### src/rtl/ether_tx_scheduler.sv
// Round-robin scheduler sharing one RMII frame transmitter between several dibit payload sources.
// It aligns each payload to the transmitter's data request, zero-pads short frames and
// enforces an inter-frame holdoff.
module ether_tx_scheduler #(
  parameter int unsigned NUM_SRC     = 2,
  parameter int unsigned MIN_PAYLOAD = 46,
  parameter int unsigned MAX_PAYLOAD = 1500,
  parameter int unsigned REQ_TO_DATA = 8,    // must be >= 2
  parameter int unsigned REQ_TIMEOUT = 255,
  parameter int unsigned HOLDOFF     = 64
) (
  input  logic                   clk,
  input  logic                   rst,
  input  logic [NUM_SRC-1:0]     src_req_i,
  input  logic [11*NUM_SRC-1:0]  src_len_i,
  input  logic [NUM_SRC-1:0]     src_valid_i,
  input  logic [2*NUM_SRC-1:0]   src_data_i,
  output logic [NUM_SRC-1:0]     src_ready_o,
  output logic [NUM_SRC-1:0]     src_grant_o,
  output logic [NUM_SRC-1:0]     src_done_o,
  output logic                   tx_start_o,
  input  logic                   tx_data_request_i,
  output logic                   tx_axiiv_o,
  output logic [1:0]             tx_axiid_o,
  output logic                   busy_o,
  output logic                   underrun_o,
  output logic                   timeout_err_o,
  output logic [15:0]            frame_count_o
);

  localparam int unsigned SelW = (NUM_SRC > 1) ? $clog2(NUM_SRC) : 1;

  typedef enum logic [2:0] {
    StIdle, StStart, StWaitReq, StAlign, StStream, StHoldoff
  } state_e;

  state_e state_q, state_d;

  logic [SelW-1:0]    sel_q, sel_d, ptr_q, ptr_d;
  logic [NUM_SRC-1:0] grant_q, grant_d, done_q, done_d;
  logic [10:0]        len_q, len_d;
  logic [15:0]        cnt_q, cnt_d;
  logic [12:0]        idx_q, idx_d;
  logic               underrun_q, underrun_d;
  logic               timeout_q, timeout_d;
  logic [15:0]        frame_cnt_q, frame_cnt_d;

  logic            arb_found;
  logic [SelW-1:0] arb_sel;
  logic [10:0]     arb_len;
  logic            sel_valid;
  logic [1:0]      sel_data;
  logic [10:0]     pad_len;
  logic [12:0]     data_dibits;
  logic [12:0]     last_idx;
  logic            in_data;
  logic            wait_expired;

  // First requester strictly after the pointer, wrapping around.
  always_comb begin
    int unsigned k;
    k         = 0;
    arb_found = 1'b0;
    arb_sel   = '0;
    for (int unsigned off = 1; off <= NUM_SRC; off++) begin
      k = 32'(ptr_q) + off;
      if (k >= NUM_SRC) k = k - NUM_SRC;
      if (!arb_found && src_req_i[SelW'(k)]) begin
        arb_found = 1'b1;
        arb_sel   = SelW'(k);
      end
    end
  end

  always_comb begin
    arb_len   = '0;
    sel_valid = 1'b0;
    sel_data  = '0;
    for (int unsigned i = 0; i < NUM_SRC; i++) begin
      if (SelW'(i) == arb_sel) arb_len = src_len_i[11*i +: 11];
      if (SelW'(i) == sel_q) begin
        sel_valid = src_valid_i[i];
        sel_data  = src_data_i[2*i +: 2];
      end
    end
  end

  assign pad_len      = (len_q < 11'(MIN_PAYLOAD)) ? 11'(MIN_PAYLOAD) : len_q;
  assign data_dibits  = {len_q, 2'b00};
  assign last_idx     = {pad_len, 2'b00} - 13'd1;
  assign in_data      = idx_q < data_dibits;
  assign wait_expired = cnt_q == 16'(REQ_TIMEOUT - 1);

  always_ff @(posedge clk) begin
    if (rst) state_q <= StIdle;
    else     state_q <= state_d;
  end

  always_comb begin
    state_d = state_q;
    unique case (state_q)
      StIdle:    if (arb_found) state_d = StStart;
      StStart:   state_d = StWaitReq;
      StWaitReq: begin
        if (tx_data_request_i) state_d = StAlign;
        else if (wait_expired) state_d = StHoldoff;
      end
      // Leaving on count 1 lands the first dibit REQ_TO_DATA cycles after the request.
      StAlign:   if (cnt_q <= 16'd1) state_d = StStream;
      StStream:  if (idx_q == last_idx) state_d = StHoldoff;
      StHoldoff: if (cnt_q == 16'(HOLDOFF - 1)) state_d = StIdle;
      default:   state_d = StIdle;
    endcase
  end

  always_comb begin
    sel_d       = sel_q;
    ptr_d       = ptr_q;
    grant_d     = grant_q;
    done_d      = '0;
    len_d       = len_q;
    cnt_d       = cnt_q + 16'd1;
    idx_d       = idx_q;
    underrun_d  = underrun_q;
    timeout_d   = timeout_q;
    frame_cnt_d = frame_cnt_q;
    unique case (state_q)
      StIdle: begin
        if (arb_found) begin
          sel_d   = arb_sel;
          ptr_d   = arb_sel;
          grant_d = NUM_SRC'(1) << arb_sel;
          len_d   = (arb_len > 11'(MAX_PAYLOAD)) ? 11'(MAX_PAYLOAD) : arb_len;
        end
      end
      StStart: cnt_d = '0;
      StWaitReq: begin
        if (tx_data_request_i) begin
          cnt_d = 16'(REQ_TO_DATA - 1);
        end else if (wait_expired) begin
          timeout_d = 1'b1;
          done_d    = grant_q;
          grant_d   = '0;
          cnt_d     = '0;
        end
      end
      StAlign: begin
        cnt_d = cnt_q - 16'd1;
        idx_d = '0;
      end
      StStream: begin
        idx_d = idx_q + 13'd1;
        if (in_data && !sel_valid) underrun_d = 1'b1;
        if (idx_q == last_idx) begin
          done_d      = grant_q;
          grant_d     = '0;
          frame_cnt_d = frame_cnt_q + 16'd1;
          cnt_d       = '0;
        end
      end
      StHoldoff: ;
      default: ;
    endcase
  end

  always_ff @(posedge clk) begin
    if (rst) begin
      sel_q       <= '0;
      ptr_q       <= SelW'(NUM_SRC - 1);
      grant_q     <= '0;
      done_q      <= '0;
      len_q       <= '0;
      cnt_q       <= '0;
      idx_q       <= '0;
      underrun_q  <= 1'b0;
      timeout_q   <= 1'b0;
      frame_cnt_q <= '0;
    end else begin
      sel_q       <= sel_d;
      ptr_q       <= ptr_d;
      grant_q     <= grant_d;
      done_q      <= done_d;
      len_q       <= len_d;
      cnt_q       <= cnt_d;
      idx_q       <= idx_d;
      underrun_q  <= underrun_d;
      timeout_q   <= timeout_d;
      frame_cnt_q <= frame_cnt_d;
    end
  end

  always_comb begin
    src_grant_o   = grant_q;
    src_done_o    = done_q;
    tx_start_o    = state_q == StStart;
    busy_o        = state_q != StIdle;
    underrun_o    = underrun_q;
    timeout_err_o = timeout_q;
    frame_count_o = frame_cnt_q;
    src_ready_o   = '0;
    tx_axiiv_o    = 1'b0;
    tx_axiid_o    = 2'b00;
    if (state_q == StStream) begin
      tx_axiiv_o = 1'b1;
      if (in_data) begin
        src_ready_o = grant_q;
        if (sel_valid) tx_axiid_o = sel_data;
      end
    end
  end

endmodule

### config.mk
export PLATFORM = sky130hd
export DESIGN_NAME = ether_tx_scheduler
export DESIGN_NICKNAME = d
export VERILOG_FILES = /design/src/rtl/ether_tx_scheduler.sv
export SDC_FILE = /design/constraint.sdc
export NUM_CORES = 1
export LEC_CHECK = 0
export BUFFER_PORTS_ARGS = -buffer_cell sky130_fd_sc_hd__buf_4
export CORE_ASPECT_RATIO = 1.5
export CORE_UTILIZATION = 35
export DETAILED_ROUTE_END_ITERATION = 8
export HOLD_SLACK_MARGIN = 0.15
export PLACE_DENSITY_LB_ADDON = 0.15
export SLEW_MARGIN = 20
export SYNTH_ARGS = -nofsm -noshare
export SYNTH_HDL_FRONTEND = slang
export SYNTH_SLANG_ARGS = --single-unit
### constraint.sdc
create_clock -name clk -period 5.81 [get_ports clk]
set_input_delay 0.581 -clock clk [delete_from_list [all_inputs] [get_ports clk]]
set_output_delay 0.581 -clock clk [all_outputs]
set_load 0.005 [all_outputs]
-- Yosys cells after proc, flatten, opt, wreduce, memory -nomap -nowiden
Cells that the tools add are included.
- add/sub/neg operators: 9
- $mul: 0
- divide/modulo/power cells: 0
- magnitude comparators: 8
- eq/ne operators: 15
- shift-type cells: 1
- muxes and demuxes: 42
- bitwise gates (word level): 1
- reduce and logical (&&, ||, !) cells: 14
- operators with widths (cell ; count):
    16-bit case mux with 4 select lines ; 1
    16-bit 2-to-1 mux ; 3
    11-bit 2-to-1 mux ; 3
    16-bit by 1-bit adder with 16-bit output (second input constant) ; 2
    2-bit 2-to-1 mux ; 13
    13-bit case mux with 2 select lines ; 1
    3-bit 2-to-1 mux ; 6
    3-bit case mux with 6 select lines ; 1
    16-bit by 6-bit == test with 1-bit output (second input constant) ; 1
    16-bit by 8-bit == test with 1-bit output (second input constant) ; 1
    16-bit by 1-bit <= comparator with 1-bit output (second input constant) ; 1
    16-bit by 1-bit subtractor with 16-bit output (second input constant) ; 1
    13-bit by 1-bit adder with 13-bit output (second input constant) ; 1
    13-bit == test ; 1
    13-bit < comparator ; 1
    13-bit by 1-bit subtractor with 13-bit output (second input constant) ; 1
    1-bit 2-to-1 mux ; 12
    2-bit inequality test (second input constant) ; 6
    11-bit greater-than comparator (second input constant) ; 1
    11-bit by 6-bit < comparator with 1-bit output (second input constant) ; 1
    5-bit AND reduction ; 2
    3-bit by 2-bit == test with 1-bit output (second input constant) ; 2
    3-bit == test (second input constant) ; 2
    2-bit case mux with 3 select lines ; 1
    other kinds (18) ; 25
- bits in registers: 67
- bits in latches: 0
- RAM bits: 0
- memory bits (read-only): 0
- input port bits: 33
- logic and storage cells: 101
- memories kept: 0

-- Depth between registers and ports, before layout
- depth in word-level cells: 12
- mapped depth: 15
- gate-level depth less buffers: 12

-- Worst setup path before layout
Ideal clock, no wire load.
- path kind: reg2reg
- from: reg len_q[4]
- to: reg frame_cnt_q[15] (netlist: frame_count_o[15])
- arrival time: 3.390 ns
- path slack: 2.350 ns
- stages on the path, launching flop included: 15
- buffers on the path: 2
- period minus slack after synthesis: 3.460 ns
- cell sequence: dfxtp_1 -> buf_2 -> a211oi_1 -> o311ai_1 -> nand2_1 -> ha_1 -> nor3b_1 -> xnor2_1 -> o21ai_1 -> a32oi_1 -> nor3_2 -> nand4_2 -> buf_6 -> or4_1 -> a21oi_1
- longest elaborated chain between the ends: 5
- RTL lines (what ; RTL line ; source):
    from (decl) ; 41 ; logic [10:0] len_q, len_d;
    from (signal assigned) ; 183 ; len_q <= len_d;
    11-bit by 6-bit < comparator with 1-bit output ; 88 ; assign pad_len = (len_q < 11'(MIN_PAYLOAD)) ? 11'(MIN_PAYLOAD) : len_q;
    11-bit 2-to-1 mux * ; 88 ;
    13-bit by 1-bit subtractor with 13-bit output * ; 90 ; assign last_idx = {pad_len, 2'b00} - 13'd1;
    13-bit == test * ; 154 ; if (idx_q == last_idx) begin
    2-bit AND reduction (no line) * ; n/a ;
    to (signal assigned) ; 188 ; frame_cnt_q <= frame_cnt_d;
    to (decl) ; 46 ; logic [15:0] frame_cnt_q, frame_cnt_d;
Every way passes the cells marked *; elsewhere a longest branch is shown, timed or not.
A chain may end at the register's enable or synchronous reset.

-- Final worst setup path
- from: reg len_q[5]
- to: reg frame_cnt_q[13] (netlist: frame_count_o[13])
The elaborated chain is that of the path after synthesis.

==> results.sh <==
export IMPL_cts_root_buf="clkbuf_16"
export IMPL_gp_congestion=0.855
export IMPL_p_per_area_nw_per_um2=411
export IMPL_synth_flop_cell="dfxtp_1"
export IMPL_track_usage=0.207
export IMPL_numCtsBuffers=9
export IMPL_fp_dieArea_um2=13600
export IMPL_ctsHoldBuffers=0
export IMPL_syn_inst=599
export IMPL_ir_drop_uv=180
export IMPL_synthesis_nets=649
export IMPL_worstPathArrival_ns=4.52
export IMPL_p_sw_mw=0.919
export IMPL_combPwrFrac=0.430
export IMPL_setup_tns_ns=0
export IMPL_num_rows=50
export IMPL_antenna_found_initial=0
export IMPL_synthesis_area_um2=4580
export IMPL_hold_violations=0
export IMPL_grt_pass1_wl_um=22100
export IMPL_port_buffers=61
export IMPL_start_kind="register"
export IMPL_synth_area_leader_cell="dfxtp_1"
export IMPL_die_x_um=95.4
export IMPL_syn_avg_cell_area_um2=7.65
export IMPL_grt_pass1_vias=4482
export IMPL_rsz0062_at_grt="no"
export IMPL_synth_area_top_cells="dfxtp_1 29%, a21oi_1 5.4%, nand2_1 5.2%, nor2_1 5.2%, ha_1 4.6%"
export IMPL_yosys_warnings=0
export IMPL_async_flop_share=0
export IMPL_overflow=0
export IMPL_ant_nets=0
export IMPL_totalWireLength_um=13200
export IMPL_slew_headroom=0.428
export IMPL_cts_tree="done"
export IMPL_status="finished, final reports clean"
export IMPL_synth_seq_area_share=0.293
export IMPL_required_ns=6.06
export IMPL_drt_iter0_markers=152
export IMPL_dr_pass1_iters=6
export IMPL_setup_viol=0
export IMPL_final_setup_skew_ns=0.00885
export IMPL_synth_top_area_frac=0.293
export IMPL_p_int_mw=1.31
export IMPL_fin_crit_sh=0.735
export IMPL_max_clock_path_buffers=2
export IMPL_pin_count=62
export IMPL_viasPerCell=5.75
export IMPL_nNetsFinal=684
export IMPL_die_h_um=142
export IMPL_layout_drive_gt1_share=0.149
export IMPL_critical_path_class="reg -> reg"
export IMPL_hp_class="reg -> reg"
export IMPL_maxCapViolCount=0
export IMPL_place_hpwl_um=9730
export IMPL_power_leakage_nw=2.03
export IMPL_fillers=1328
export IMPL_end_kind="register"
export IMPL_diodes=0
export IMPL_routedWlPerCell_um=16.6
export IMPL_cts_sinks=67
export IMPL_core_region_area_um2=12600
export IMPL_p_sw_frac=0.413
export IMPL_ys_seq_elements=67
export IMPL_routed_via_count=4572
export IMPL_crit_fanout=26
export IMPL_htreeDepth=3
export IMPL_route_detailed_drc=0
export IMPL_seqPwrFrac=0.306
export IMPL_path_clk_slew_ns=0.06
export IMPL_tightest_slew_ns=0.854
export IMPL_finalPower_mw=2.22
export IMPL_start_util=0.362
export IMPL_synth_edf_count=0
export IMPL_power_frac_clock=0.265
export IMPL_ys_types=65
export IMPL_post_cts_buffers=0
export IMPL_fin_crit_ns=4.27
export IMPL_clk_latency_ns=0.33
export IMPL_area_growth_pct=18.1
export IMPL_clock_fmax_mhz=234
export IMPL_cts_resized=0
export IMPL_slew_violations=0
export IMPL_grt_start_max_net_pins=67
metal layers:
metal	global-route usage	part of all wire	up-vias
met5	0	0	-
met4	0.0786	0.023	0
met3	0.0294	0.027	25
met2	0.379	0.54	88
met1	0.236	0.41	2167
li1	-	-	2292
registers in the layout, summed over array words and instances, names as in the netlist:
| name | count |
|---|---|
| timeout_err_o | 1 |
| ptr_q | 1 |
| len_q | 11 |
| underrun_o | 1 |
| idx_q | 13 |
| frame_count_o | 16 |
| src_grant_o | 2 |
| cnt_q | 16 |
| state_q | 3 |
| sel_q | 1 |
| src_done_o | 2 |
worst max-delay path, stage by stage, from the launching register on:
cell and delay (ns):
dfxtp_1 0.38, a211oi_1 0.58, o311ai_1 0.29, nand2_1 0.13, ha_1 0.26, nor3b_1 0.40
xnor2_1 0.11, o21ai_1 0.13, a32oi_1 0.13, nor3_2 0.44, nand4_2 0.54, or4_1 0.64
a21oi_1 0.16
placed cells by master, fill, tap and decap left out, drive strengths merged, types with 9 or more instances in the layout:
cell	n
a211oi	14
a21oi	50
and3	11
buf	63
clkbuf	12
dfxtp	67
ha	17
inv	26
mux2i	15
nand2	63
nand3	27
nand4	9
nor2	63
nor3	15
nor4	9
o21ai	21
o31ai	9
or3	16
or4	13
xnor2	13
xor2	9
cell families after synthesis:
group	after synthesis	synth area share
adder cells (fa/ha/maj)	17	0.0464
flip-flops	67	0.293
multiplexers	19	0.0451
XOR/XNOR	22	0.0421
AO/OA/AOI/OAI	162	0.243
AND/OR/NAND/NOR	247	0.275
buffers and inverters	65	0.0557
final timing paths:
path,start,to,slack [ns],depth (start not counted)
setup / recovery,len_q[5],frame_count_o[13],1.54,12
hold / removal,timeout_err_o,timeout_err_o,0.46,2
setup reg to reg,len_q[5],frame_count_o[13],1.54,12
hold reg to reg,timeout_err_o,timeout_err_o,0.46,2
area by class of cell:
cell class | count | area (µm²) | area share
Clock buffer | 12 | 246 | 0.0455
Clock inverter | 4 | 73.8 | 0.0136
Multi-Input combinational cell | 467 | 2980 | 0.551
Timing Repair Buffer | 63 | 473 | 0.0874
Sequential cell | 67 | 1340 | 0.248
Tap cell | 156 | 195 | 0.0361
Inverter | 26 | 97.6 | 0.0180
metrics by stage:
| step | instances | cell area, µm² | hold slack (ns) | worst slack (ns) | utilization |
|---|---|---|---|---|---|
| finish | 795 | 5410 | 0.462 | 1.54 | 0.428 |
| global route | 795 | 5410 | 0.488 | 1.07 | 0.428 |
| CTS | 795 | 5410 | 0.459 | 1.57 | 0.428 |
| detailed placement | 779 | 5090 | 0.450 | 1.59 | 0.403 |
| global placement | 779 | 5090 | 0.443 | 1.77 | 0.403 |
| floorplan | 599 | 4580 | 0.437 | 2.35 | - |
power by group through the flow:
stage          clock (mW)  sequential [mW]  combinational (mW)
6_report            0.589            0.680               0.956
5_1_grt             0.625            0.700                1.07
4_1_cts             0.605            0.679               0.953
3_5_place_dp            0            0.687               0.947
3_3_place_gp            0            0.683               0.944
2_1_floorplan           0            0.595               0.792
Yosys cell counts (4+ instances only):
master,instances
or3_1,16
xnor2_1,13
nand4_1,8
and3_1,11
a31oi_1,6
nand3_1,27
o21a_1,4
or4_1,13
clkbuf_1,33
o211ai_1,8
a21oi_1,49
dfxtp_1,67
o32a_1,7
a221oi_1,6
o211a_1,6
o21ai_1,5
ha_1,17
inv_1,25
or2_2,4
nor4_1,6
o31ai_1,9
nor3_1,14
mux2i_1,15
a21o_1,4
nand2_1,63
xor2_1,9
nor2_1,63
o21ai_0,15
a211oi_1,13
Power figures use the tool's default switching activity.
